## config.mk

```make
export PLATFORM = sky130hd
export DESIGN_NAME = mem_op_sequencer_flat
export DESIGN_NICKNAME = d
export VERILOG_FILES = /design/src/rtl/cpu_ctrl_pkg.sv /design/src/rtl/mem_op_sequencer_if.sv /design/src/rtl/mem_op_sequencer_mem_wait_timer.sv /design/src/rtl/mem_op_sequencer.sv /design/src/flat_wrapper.sv
export SDC_FILE = /design/constraint.sdc
export NUM_CORES = 1
export LEC_CHECK = 0
export ABC_AREA = 1
export CAP_MARGIN = 0
export CORE_UTILIZATION = 46
export CTS_CLUSTER_DIAMETER = 80
export DETAILED_ROUTE_END_ITERATION = 12
export MAX_ROUTING_LAYER = met4
export PLACE_DENSITY_LB_ADDON = 0.08
export RECOVER_POWER = 25
export REMOVE_ABC_BUFFERS = 1
export SKIP_LAST_GASP = 1
export SLEW_MARGIN = 20
export SYNTH_ARGS = -nofsm -noshare
export SYNTH_HDL_FRONTEND = slang
export SYNTH_SLANG_ARGS = --single-unit
```

## constraint.sdc

```tcl
create_clock -name clock -period 2.7 [get_ports clock]
set_clock_uncertainty 0.2 [all_clocks]
set_input_delay 0.81 -clock clock [delete_from_list [all_inputs] [get_ports clock]]
set_output_delay 0.81 -clock clock [all_outputs]
set_load 0.05 [all_outputs]
```

## src/rtl/cpu_ctrl_pkg.sv

```systemverilog
// Shared control-sequencer definitions: opcodes, step states and the datapath strobe bundle.
package cpu_ctrl_pkg;

    localparam int OPCODE_W = 5;

    localparam logic [OPCODE_W-1:0] OPC_LD  = 5'b00000;
    localparam logic [OPCODE_W-1:0] OPC_LDI = 5'b00001;
    localparam logic [OPCODE_W-1:0] OPC_ST  = 5'b00010;

    typedef enum logic [3:0] {
        ST_IDLE, ST_T0, ST_T1, ST_T2, ST_T3, ST_T4, ST_T5, ST_T6, ST_T7, ST_FAULT
    } state_e;

    typedef enum logic [1:0] {
        INS_LD, INS_LDI, INS_ST
    } instr_e;

    typedef struct packed {
        logic pc_out;
        logic mar_in;
        logic inc_pc;
        logic z_in;
        logic zlow_out;
        logic pc_in;
        logic read;
        logic write;
        logic mdr_in;
        logic mdr_out;
        logic ir_in;
        logic grb;
        logic ba_out;
        logic y_in;
        logic c_out;
        logic gra;
        logic r_in;
        logic r_out;
        logic alu_add;
    } strobe_t;

    // T index of a state; IDLE and FAULT report 0.
    function automatic logic [3:0] step_of(input state_e s);
        if (s == ST_IDLE || s == ST_FAULT)
            return 4'd0;
        return 4'(s) - 4'd1;
    endfunction

endpackage

```

## src/rtl/mem_op_sequencer_if.sv

```systemverilog
// Handshake and datapath-strobe bundle between the sequencer and its environment.
interface mem_op_sequencer_if #(
    parameter int OPC_W  = 5,
    parameter int STEP_W = 4
);
    logic              start;
    logic [OPC_W-1:0]  ir_opcode;
    logic              mem_ready;
    logic PCout, MARin, IncPC, Zin, Zlowout, PCin, Read, Write, MDRin;
    logic MDRout, IRin, Grb, BAout, Yin, Cout, Gra, Rin, Rout;
    logic              alu_add;
    logic              busy;
    logic              done;
    logic              error;
    logic [STEP_W-1:0] step;

    modport master (
        input  start, ir_opcode, mem_ready,
        output PCout, MARin, IncPC, Zin, Zlowout, PCin, Read, Write, MDRin,
               MDRout, IRin, Grb, BAout, Yin, Cout, Gra, Rin, Rout,
               alu_add, busy, done, error, step
    );

    modport slave (
        output start, ir_opcode, mem_ready,
        input  PCout, MARin, IncPC, Zin, Zlowout, PCin, Read, Write, MDRin,
               MDRout, IRin, Grb, BAout, Yin, Cout, Gra, Rin, Rout,
               alu_add, busy, done, error, step
    );
endinterface

```

## src/rtl/mem_op_sequencer_mem_wait_timer.sv

```systemverilog
// Loadable down-counter bounding how long a memory step may wait for mem_ready.
module mem_wait_timer #(
    parameter int TIMEOUT = 16
) (
    input  logic clock,
    input  logic clear,
    input  logic load,
    input  logic en,
    output logic expired
);
    logic [7:0] count_q, count_d;

    always_comb begin
        count_d = count_q;
        if (load)
            count_d = 8'(TIMEOUT);
        else if (en && count_q != 8'd0)
            count_d = count_q - 8'd1;
    end

    always_ff @(posedge clock) begin
        if (clear)
            count_q <= 8'd0;
        else
            count_q <= count_d;
    end

    // Last permitted waiting cycle: no mem_ready now means timeout at the next edge.
    assign expired = (count_q == 8'd1);

endmodule

```

## src/rtl/mem_op_sequencer.sv

```systemverilog
// Control-step sequencer for ld/ldi/st: fetch, decode, address calc and memory steps with timeout.
module mem_op_sequencer
    import cpu_ctrl_pkg::*;
#(
    parameter int OPC_W       = 5,
    parameter int STEP_W      = 4,
    parameter int MEM_TIMEOUT = 16
) (
    input  logic                clock,
    input  logic                clear,
    mem_op_sequencer_if.master  bus
);
    state_e           state_q, state_d;
    instr_e           ins_q, ins_d;
    strobe_t          strb;
    logic             done_c, error_c;
    logic             mem_step, expired;
    logic [OPC_W-1:0] opc;

    assign opc = bus.ir_opcode;
    assign mem_step = (state_q == ST_T1)
                   || (state_q == ST_T6 && ins_q == INS_LD)
                   || (state_q == ST_T7 && ins_q == INS_ST);

    mem_wait_timer #(.TIMEOUT(MEM_TIMEOUT)) u_timer (
        .clock   (clock),
        .clear   (clear),
        .load    (!mem_step),
        .en      (mem_step && !bus.mem_ready),
        .expired (expired)
    );

    always_comb begin
        state_d = state_q;
        ins_d   = ins_q;
        strb    = '0;
        done_c  = 1'b0;
        error_c = 1'b0;
        case (state_q)
            ST_IDLE: if (bus.start) state_d = ST_T0;
            ST_T0: begin
                strb.pc_out = 1'b1; strb.mar_in = 1'b1; strb.inc_pc = 1'b1; strb.z_in = 1'b1;
                state_d = ST_T1;
            end
            ST_T1: begin
                strb.zlow_out = 1'b1; strb.pc_in = 1'b1; strb.read = 1'b1; strb.mdr_in = 1'b1;
                state_d = ST_T2;
            end
            ST_T2: begin
                strb.mdr_out = 1'b1; strb.ir_in = 1'b1;
                state_d = ST_T3;
                if (opc == OPC_W'(OPC_LD))       ins_d = INS_LD;
                else if (opc == OPC_W'(OPC_LDI)) ins_d = INS_LDI;
                else if (opc == OPC_W'(OPC_ST))  ins_d = INS_ST;
                else                             state_d = ST_FAULT;
            end
            ST_T3: begin
                strb.grb = 1'b1; strb.ba_out = 1'b1; strb.y_in = 1'b1;
                state_d = ST_T4;
            end
            ST_T4: begin
                strb.c_out = 1'b1; strb.alu_add = 1'b1; strb.z_in = 1'b1;
                state_d = ST_T5;
            end
            ST_T5: begin
                strb.zlow_out = 1'b1;
                if (ins_q == INS_LDI) begin
                    strb.gra = 1'b1; strb.r_in = 1'b1;
                    done_c  = 1'b1;
                    state_d = ST_IDLE;
                end else begin
                    strb.mar_in = 1'b1;
                    state_d = ST_T6;
                end
            end
            ST_T6: begin
                strb.mdr_in = 1'b1;
                if (ins_q == INS_LD) strb.read = 1'b1;
                else begin strb.gra = 1'b1; strb.r_out = 1'b1; end
                state_d = ST_T7;
            end
            ST_T7: begin
                strb.mdr_out = 1'b1;
                if (ins_q == INS_LD) begin strb.gra = 1'b1; strb.r_in = 1'b1; end
                else strb.write = 1'b1;
                done_c  = 1'b1;
                state_d = ST_IDLE;
            end
            ST_FAULT: begin
                error_c = 1'b1;
                state_d = ST_IDLE;
            end
            default: state_d = ST_IDLE;
        endcase
        // A memory step without mem_ready holds its strobes; mem_ready on the last allowed cycle still wins.
        if (mem_step && !bus.mem_ready) begin
            done_c  = 1'b0;
            state_d = expired ? ST_FAULT : state_q;
        end
    end

    always_ff @(posedge clock) begin
        if (clear) begin
            state_q <= ST_IDLE;
            ins_q   <= INS_LD;
        end else begin
            state_q <= state_d;
            ins_q   <= ins_d;
        end
    end

    assign bus.PCout   = strb.pc_out;
    assign bus.MARin   = strb.mar_in;
    assign bus.IncPC   = strb.inc_pc;
    assign bus.Zin     = strb.z_in;
    assign bus.Zlowout = strb.zlow_out;
    assign bus.PCin    = strb.pc_in;
    assign bus.Read    = strb.read;
    assign bus.Write   = strb.write;
    assign bus.MDRin   = strb.mdr_in;
    assign bus.MDRout  = strb.mdr_out;
    assign bus.IRin    = strb.ir_in;
    assign bus.Grb     = strb.grb;
    assign bus.BAout   = strb.ba_out;
    assign bus.Yin     = strb.y_in;
    assign bus.Cout    = strb.c_out;
    assign bus.Gra     = strb.gra;
    assign bus.Rin     = strb.r_in;
    assign bus.Rout    = strb.r_out;
    assign bus.alu_add = strb.alu_add;
    assign bus.busy    = (state_q != ST_IDLE);
    assign bus.done    = done_c;
    assign bus.error   = error_c;
    assign bus.step    = STEP_W'(step_of(state_q));

endmodule

```

## src/flat_wrapper.sv

```systemverilog
// flat-port wrapper written by rule: the top's interface ports become plain ports
module mem_op_sequencer_flat import cpu_ctrl_pkg::*;
#(
    parameter int OPC_W       = 5,
    parameter int STEP_W      = 4,
    parameter int MEM_TIMEOUT = 16
)
  (clock, clear, bus_start, bus_ir_opcode, bus_mem_ready, bus_PCout, bus_MARin, bus_IncPC, bus_Zin, bus_Zlowout, bus_PCin, bus_Read, bus_Write, bus_MDRin, bus_MDRout, bus_IRin, bus_Grb, bus_BAout, bus_Yin, bus_Cout, bus_Gra, bus_Rin, bus_Rout, bus_alu_add, bus_busy, bus_done, bus_error, bus_step);
  mem_op_sequencer_if #(.OPC_W(OPC_W), .STEP_W(STEP_W)) bus_i ();
  input  logic clock;
  input  logic clear;
  input wire logic [$bits(bus_i.start)-1:0] bus_start;
  input wire logic [$bits(bus_i.ir_opcode)-1:0] bus_ir_opcode;
  input wire logic [$bits(bus_i.mem_ready)-1:0] bus_mem_ready;
  output wire logic [$bits(bus_i.PCout)-1:0] bus_PCout;
  output wire logic [$bits(bus_i.MARin)-1:0] bus_MARin;
  output wire logic [$bits(bus_i.IncPC)-1:0] bus_IncPC;
  output wire logic [$bits(bus_i.Zin)-1:0] bus_Zin;
  output wire logic [$bits(bus_i.Zlowout)-1:0] bus_Zlowout;
  output wire logic [$bits(bus_i.PCin)-1:0] bus_PCin;
  output wire logic [$bits(bus_i.Read)-1:0] bus_Read;
  output wire logic [$bits(bus_i.Write)-1:0] bus_Write;
  output wire logic [$bits(bus_i.MDRin)-1:0] bus_MDRin;
  output wire logic [$bits(bus_i.MDRout)-1:0] bus_MDRout;
  output wire logic [$bits(bus_i.IRin)-1:0] bus_IRin;
  output wire logic [$bits(bus_i.Grb)-1:0] bus_Grb;
  output wire logic [$bits(bus_i.BAout)-1:0] bus_BAout;
  output wire logic [$bits(bus_i.Yin)-1:0] bus_Yin;
  output wire logic [$bits(bus_i.Cout)-1:0] bus_Cout;
  output wire logic [$bits(bus_i.Gra)-1:0] bus_Gra;
  output wire logic [$bits(bus_i.Rin)-1:0] bus_Rin;
  output wire logic [$bits(bus_i.Rout)-1:0] bus_Rout;
  output wire logic [$bits(bus_i.alu_add)-1:0] bus_alu_add;
  output wire logic [$bits(bus_i.busy)-1:0] bus_busy;
  output wire logic [$bits(bus_i.done)-1:0] bus_done;
  output wire logic [$bits(bus_i.error)-1:0] bus_error;
  output wire logic [$bits(bus_i.step)-1:0] bus_step;
  assign bus_i.start = bus_start;
  assign bus_i.ir_opcode = bus_ir_opcode;
  assign bus_i.mem_ready = bus_mem_ready;
  assign bus_PCout = bus_i.PCout;
  assign bus_MARin = bus_i.MARin;
  assign bus_IncPC = bus_i.IncPC;
  assign bus_Zin = bus_i.Zin;
  assign bus_Zlowout = bus_i.Zlowout;
  assign bus_PCin = bus_i.PCin;
  assign bus_Read = bus_i.Read;
  assign bus_Write = bus_i.Write;
  assign bus_MDRin = bus_i.MDRin;
  assign bus_MDRout = bus_i.MDRout;
  assign bus_IRin = bus_i.IRin;
  assign bus_Grb = bus_i.Grb;
  assign bus_BAout = bus_i.BAout;
  assign bus_Yin = bus_i.Yin;
  assign bus_Cout = bus_i.Cout;
  assign bus_Gra = bus_i.Gra;
  assign bus_Rin = bus_i.Rin;
  assign bus_Rout = bus_i.Rout;
  assign bus_alu_add = bus_i.alu_add;
  assign bus_busy = bus_i.busy;
  assign bus_done = bus_i.done;
  assign bus_error = bus_i.error;
  assign bus_step = bus_i.step;
  mem_op_sequencer #(.OPC_W(OPC_W), .STEP_W(STEP_W), .MEM_TIMEOUT(MEM_TIMEOUT)) u_core (.clock(clock), .clear(clear), .bus(bus_i));
endmodule
```

==> summary.md, run 1 <==
| Metric | Value |
|---|---|
| Status | finished, violations left |
| Failing checks | negative setup slack |
| Final setup viols | 1 |
| Avg Synthesized Cell Area | 6.209 µm² |
| Drt total wl | 4035 µm |
| P per Cell Area | 1389 nW/µm² |
| Critical-path maximum fanout | 4 |
| GPL Wtd Cong | 0.9343 |
| Fmax | 0.3653 GHz |
| H-tree levels | 1 |
| Layout cell share with drive strength beyond 1 | 0.3247 |
| Inserted Diodes | 0 |
| Mapped Area | 1149 µm² |
| DR vias | 1,431 |
| Synth area leaders | dfxtp_1 24%, nand2_1 14%, nor2_1 9.5%, inv_1 9.2%, nand3_1 8.3% |
| Crit. End Element | output port |
| Initial Utilization | 0.5047 |
| Ys Warns | 0 |
| Vias in the first global route | 1,319 |
| Non-filler cells, final | 259 |
| Design area | 1962 µm² |
| Worst min path class | register to register |
| Arr. time, crit path | 1.73 ns |
| Port bufs | 34 |
| RSZ-0062 raised after global routing | true |
| Slew headroom | 0.7342 |
| Overall Power | 0.002726 W |
| Most common cell after layout, fill and taps aside | nand2_1 |
| TritonRoute pass-1 iters | 5 |
| Core Region | 2276 µm² |
| Max Cap Violations | 0 |
| First-pass GRT wire length | 5782 µm |
| Nets | 248 |
| Setup WS post-layout | -0.03766 ns |
| Die Wd | 51.97 µm |
| Critical path type | register to output port |
| Logic pwr share | 0.846 |
| DRT iter0 DRCs | 74 |
| CTS tree | yes |
| Clock power frac | 0.045 |
| Antenna violations before repair | 0 |
| M2 GR Usage | 0.4786 |
| CP required | 1.69 ns |
| Final Hold Fails | 0 |
| Die area | 2701 µm² |
| Clock Latency Late Sink | 0.29 ns |
| DR WL/cell | 15.58 µm |
| Final setup TNS | -0.03766 ns |
| Startpoint types | register |
| Largest net degree at the start of global routing | 10 |
| Leakage dissipation | 0.8914 nW |
| ANT nets after route | 0 |
| Flop pwr share | 0.109 |
| Core Rows | 17 |
| Max IR drop VDD | 1802 µV |
| GRT Residual Overflow | 0 |
| Tmin final | 2.738 ns |
| Slew Viols, Final | 0 |
| Seq/Total Area, Yosys | 0.2440 |
| Tightest Pin Transition | 0.3976 ns |
| Post-layout util | 0.8620 |
| Share of the synthesized area in the top cell type | 0.2440 |
| Psw | 0.001444 W |
| GR Util met1 | 0.3644 |
| Die Height | 51.97 µm |
| Synth area leader | dfxtp_1 |
| Clk root buf | clkbuf_4 |
| Switching share of power | 0.5297 |
| Post-Synthesis Cells | 185 |
| Tcrit/Tclk final | 1.014 |
| Area growth syn-to-layout | 70.81% |
| Clock Sinks | 14 |
| Grt met3 use | 0.08187 |
| CTS clock-pin slew for the worst setup and hold paths | 0.08 ns |
| GRT busiest layer | met2 |
| Area post-placement | 1807 µm² |
| Internal cell power | 0.001282 W |
| Most frequent cells in the layout | 43 x nand2_1, 25 x inv_1, 25 x buf_12 |
| Total CTS buffers | 3 |
| Vias/cell | 5.525 |
| # IOs | 35 |
| Tot GR Track Use | 0.2994 |
| Post-Place Cells | 250 |
| Netlist cell types | 27 |
| Hpwl dp | 2902 µm |
| Maximum root-to-sink buffer count | 2 |
| Reg2reg setup slack | 0.60 ns |
| Synthesized flop and latch total | 14 |
| DR DRC count | 0 |
==> sequential cells by signal, summed over array words and instances (netlist names) <==
register,flops
u_core.u_timer.count_q,8
u_core.state_q,4
u_core.ins_q,2
==> repair_timing <==
action	in CTS	in global routing
hold buffers	0	0
setup buffers	3	3
setup endpoints to repair	7	7
resized for setup	17	17
pin swaps	2	6
==> final cells by class <==
cell class                      instances  area, µm²
Clock buffer                            3      22.52
Fill cell                             127      314.1
Multi-Input combinational cell        136      798.3
Tap cell                               28      35.03
Inverter                               31      123.9
Timing Repair Buffer                   47      694.4
Sequential cell                        14      287.8
==> cells by family (layout without fill, tap and decap cells) <==
logic type / after synthesis / after routing / synth area share
simple gates: 106 / 106 / 0.4390
buf+inv: 35 / 81 / 0.1285
compound gates: 20 / 20 / 0.09259
flops: 14 / 14 / 0.2440
fa+ha+maj: 6 / 6 / 0.06536
xor+xnor: 4 / 4 / 0.03051
==> critical path, stage by stage (launching register included) <==
cell     delay (ns)
dfxtp_2        0.34
inv_4          0.07
ha_4           0.13
inv_1          0.05
nor2_2         0.12
inv_1          0.08
nor2_2         0.14
inv_2          0.07
buf_4          0.14
a21oi_4        0.13
buf_12         0.15
==> stage by stage <==
| step | hold slack (ns) | setup slack (ns) |
|---|---|---|
| after floorplan | 0.2453 | -0.7952 |
| after global placement | 0.2562 | -0.1448 |
| after detailed placement | 0.2722 | -0.1637 |
| after CTS | 0.2836 | -0.03023 |
| after global routing | 0.3209 | -0.1231 |
| final | 0.2963 | -0.03766 |
==> Yosys cell counts <==
library cell,n
or2_2,1
nand3_1,19
nand4_1,2
nor3b_1,1
ha_1,6
o31ai_1,1
xnor2_1,1
dfxtp_1,14
nand2_2,1
clkinv_2,1
nand2_1,43
nor4_1,1
nor3_1,1
o22ai_1,1
o21ai_0,3
inv_2,2
o21ai_1,1
a21oi_1,12
nor2_1,29
nand3_2,2
buf_4,4
a31oi_1,2
inv_1,28
nor2_2,1
nand3_4,2
nand2_4,3
xor2_1,3
==> power by group through the flow <==
stage                     combinational [W]  sequential [W]  clock [W]
final                               0.00231        0.000296   0.000123
after global routing                0.00240        0.000301   0.000132
after CTS                           0.00223        0.000282   0.000121
after detailed placement            0.00217        0.000286          0
after global placement              0.00213        0.000282          0
after floorplan                     0.00115        0.000274          0
==> per-layer routing <==
metal  share of wire  vias to the layer above
li1                -                      674
met1            0.40                      675
met2            0.50                       76
met3           0.081                        6
met4           0.011                        0
met5               0                        -
==> path summary, 6_finish.rpt <==
check / start / end / cells past startpoint
setup / recovery: u_core.state_q[0]$_SDFFE_PP0P_ / bus_done / 10
setup reg to reg: u_core.ins_q[0]$_SDFFE_PP0P_ / u_core.u_timer.count_q[1]$_SDFFE_PP0P_ / 8
hold / removal: u_core.u_timer.count_q[6]$_SDFFE_PP0P_ / u_core.u_timer.count_q[6]$_SDFFE_PP0P_ / 2
hold reg to reg: u_core.u_timer.count_q[6]$_SDFFE_PP0P_ / u_core.u_timer.count_q[6]$_SDFFE_PP0P_ / 2
No activity file was read; power rests on OpenSTA's default activity.
==> inputs of run 2 (changes only) <==
--- a/config.mk
+++ b/config.mk
@@ -9,8 +9,8 @@
 export CAP_MARGIN = 0
 export CORE_UTILIZATION = 46
 export CTS_CLUSTER_DIAMETER = 80
+export CTS_CLUSTER_SIZE = 8
 export DETAILED_ROUTE_END_ITERATION = 12
-export MAX_ROUTING_LAYER = met4
 export PLACE_DENSITY_LB_ADDON = 0.08
 export RECOVER_POWER = 25
 export REMOVE_ABC_BUFFERS = 1
==> summary.md, run 2 (same netlist as run 1, synthesis figures left out) <==
| Metric | Value |
|---|---|
| Status | finished, violations left (unchanged) |
| Failing checks | negative setup slack (unchanged) |
| Slew headroom | 0.7381 (was 0.7342) |
| Post-layout util | 0.8620 (unchanged) |
| Fmax | 0.3651 GHz (was 0.3653 GHz) |
| Tcrit/Tclk final | 1.015 (was 1.014) |
| Most frequent cells in the layout | 43 x nand2_1, 25 x inv_1, 25 x buf_12 (unchanged) |
| Most common cell after layout, fill and taps aside | nand2_1 (unchanged) |
| ANT nets after route | 0 (unchanged) |
| DR DRC count | 0 (unchanged) |
| Clock Latency Late Sink | 0.29 ns (about the same) |
| Vias/cell | 5.498 (was 5.525) |
| R2R cell count | 8 (unchanged) |
| # IOs | 35 (unchanged) |
| Core Region | 2276 µm² (unchanged) |
| DRT iter0 DRCs | 46 (was 74) |
| CTS clock-pin slew for the worst setup and hold paths | 0.08 ns (about the same) |
| Vias in the first global route | 1,320 (was 1,319) |
| Area post-placement | 1807 µm² (unchanged) |
| Layout cell share with drive strength beyond 1 | 0.3247 (unchanged) |
| Top Registers | u_core.u_timer.count_q (8), u_core.state_q (4), u_core.ins_q (2) (unchanged) |
| Inserted Diodes | 0 (unchanged) |
| DR vias | 1,424 (was 1,431) |
| Area taken by multi-input logic gates | 798.3 µm² (unchanged) |
| H-tree levels | 1 (unchanged) |
| Largest net degree at the start of global routing | 10 (unchanged) |
| Crit path from | u_core.state_q[0]$_SDFFE_PP0P_ (unchanged) |
| Die Height | 51.97 µm (unchanged) |
| Reg2reg setup slack | 0.62 ns (was 0.60 ns) |
| Clock Sinks | 14 (unchanged) |
| Hold Path Depth | 2 (unchanged) |
| Maximum root-to-sink buffer count | 2 (unchanged) |
| Final setup viols | 3 (was 1) |
| Overall Power | 0.002731 W (was 0.002726 W) |
| Leakage dissipation | 0.8914 nW (unchanged) |
| TritonRoute pass-1 iters | 5 (unchanged) |
| Slew Viols, Final | 0 (unchanged) |
| Design area | 1962 µm² (unchanged) |
| Tmin final | 2.739 ns (was 2.738 ns) |
| RSZ-0062 raised after global routing | true (unchanged) |
| Max Cap Violations | 0 (unchanged) |
| Tightest Pin Transition | 0.3917 ns (was 0.3976 ns) |
| GPL Wtd Cong | 0.9183 (was 0.9343) |
| DR WL/cell | 15.64 µm (was 15.58 µm) |
| R2r endpoint | u_core.u_timer.count_q[1]$_SDFFE_PP0P_ (unchanged) |
| Final Hold Fails | 0 (unchanged) |
| CP required | 1.69 ns (about the same) |
| Startpoint types | register (unchanged) |
| Biggest register | u_core.u_timer.count_q (unchanged) |
| Hpwl dp | 2902 µm (unchanged) |
| Max IR drop VDD | 1804 µV (was 1802 µV) |
| GRT Residual Overflow | 0 (unchanged) |
| Port bufs | 34 (unchanged) |
| Critical path type | register to output port (unchanged) |
| Max FFs per register | 8 (unchanged) |
| Register area | 287.8 µm² (unchanged) |
| Fill cell count | 127 (unchanged) |
| Total CTS buffers | 3 (unchanged) |
| Area growth syn-to-layout | 70.81% (unchanged) |
| Initial Utilization | 0.5047 (unchanged) |
| Arr. time, crit path | 1.73 ns (about the same) |
| Clk root buf | clkbuf_4 (unchanged) |
| CTS tree | yes (unchanged) |
| Nets | 248 (unchanged) |
| Worst R2R Start | u_core.ins_q[0]$_SDFFE_PP0P_ (unchanged) |
| P per Cell Area | 1392 nW/µm² (was 1389 nW/µm²) |
| Critical-path maximum fanout | 4 (unchanged) |
| Drt total wl | 4052 µm (was 4035 µm) |
| Core Rows | 17 (unchanged) |
| Crit. End Element | output port (unchanged) |
| Setup crit end | bus_done (unchanged) |
| Die area | 2701 µm² (unchanged) |
| First-pass GRT wire length | 5775 µm (was 5782 µm) |
| Worst min path class | register to register (unchanged) |
| Tot GR Track Use | 0.2911 (was 0.2994) |
| Setup WS post-layout | -0.03925 ns (was -0.03766 ns) |
| Die Wd | 51.97 µm (unchanged) |
| Antenna violations before repair | 0 (unchanged) |
| Hold Buf Count CTS | 0 (unchanged) |
==> run 2: cell counts in the layout (fill, tap and decap cells not counted) <==
No cell type changed its count.
==> run 2: worst min-delay path by stage <==
| stage | to | slack, ns | startpoint |
|---|---|---|---|
| 6_report | u_core.u_timer.count_q[6]$_SDFFE_PP0P_ | 0.30 | u_core.u_timer.count_q[6]$_SDFFE_PP0P_ |
| 5_1_grt | u_core.u_timer.count_q[6]$_SDFFE_PP0P_ | 0.32 | u_core.u_timer.count_q[6]$_SDFFE_PP0P_ |
| 4_1_cts | u_core.u_timer.count_q[5]$_SDFFE_PP0P_ | 0.28 | u_core.u_timer.count_q[5]$_SDFFE_PP0P_ |
| 3_5_place_dp | u_core.u_timer.count_q[5]$_SDFFE_PP0P_ | 0.27 | u_core.u_timer.count_q[5]$_SDFFE_PP0P_ |
| 3_3_place_gp | u_core.u_timer.count_q[5]$_SDFFE_PP0P_ | 0.26 | u_core.u_timer.count_q[5]$_SDFFE_PP0P_ |
| 2_1_floorplan | u_core.u_timer.count_q[5]$_SDFFE_PP0P_ | 0.25 | u_core.u_timer.count_q[5]$_SDFFE_PP0P_ |
==> run 2: power by group <==
group	leakage [nW]	total (W)	internal (W)	switching [W]
clock network	0.0138	0.000123	0.0000521	0.0000714
registers	0.116	0.000296	0.000248	0.0000481
logic	0.762	0.00231	0.000982	0.00133
total	0.891	0.00273	0.00128	0.00145
==> run 2: per-layer routing <==
layer | vias up | wire length [µm] | track usage
li1 | 675 | - | -
met1 | 664 | 1666 | 0.3592
met2 | 72 | 2003 | 0.4786
met3 | 13 | 296 | 0.08772
met4 | 0 | 85 | 0.09009
met5 | - | 0 | 0
==> run 2: final cells by class <==
class | instances | area share
clock buffer | 3 | 0.01148
sequential | 14 | 0.1467
multi-input combinational | 136 | 0.4069
tap | 28 | 0.01786
inverter | 31 | 0.06314
timing repair buffer | 47 | 0.3540
==> run 2: worst max-delay path, stage by stage, from the launching register on <==
cell and delay (ns):
dfxtp_2 0.34, inv_4 0.07, ha_4 0.13, inv_1 0.05, nor2_2 0.11, inv_1 0.08, nor2_2 0.14, inv_2 0.07
buf_4 0.14, a21oi_4 0.13, buf_12 0.15
==> run 2: per-stage QoR <==
| step | TNS [ns] | setup WS (ns) | cells | hold slack [ns] |
|---|---|---|---|---|
| floorplan | -2.827 | -0.7952 | 181 | 0.2453 |
| global placement | -0.1448 | -0.1448 | 250 | 0.2562 |
| detailed placement | -0.1637 | -0.1637 | 250 | 0.2722 |
| CTS | -0.03058 | -0.03023 | 256 | 0.2836 |
| global route | -0.3603 | -0.1181 | 259 | 0.3209 |
| finish | -0.06778 | -0.03925 | 259 | 0.2962 |
==> run 2: repair_timing <==
| item | 4_1_cts | 5_1_grt |
|---|---|---|
| pin swaps | 2 | 6 |
| endpoints found under the setup margin | 7 | 7 |
| gates resized for setup | 17 | 17 |
| buffers inserted | 3 | 3 |
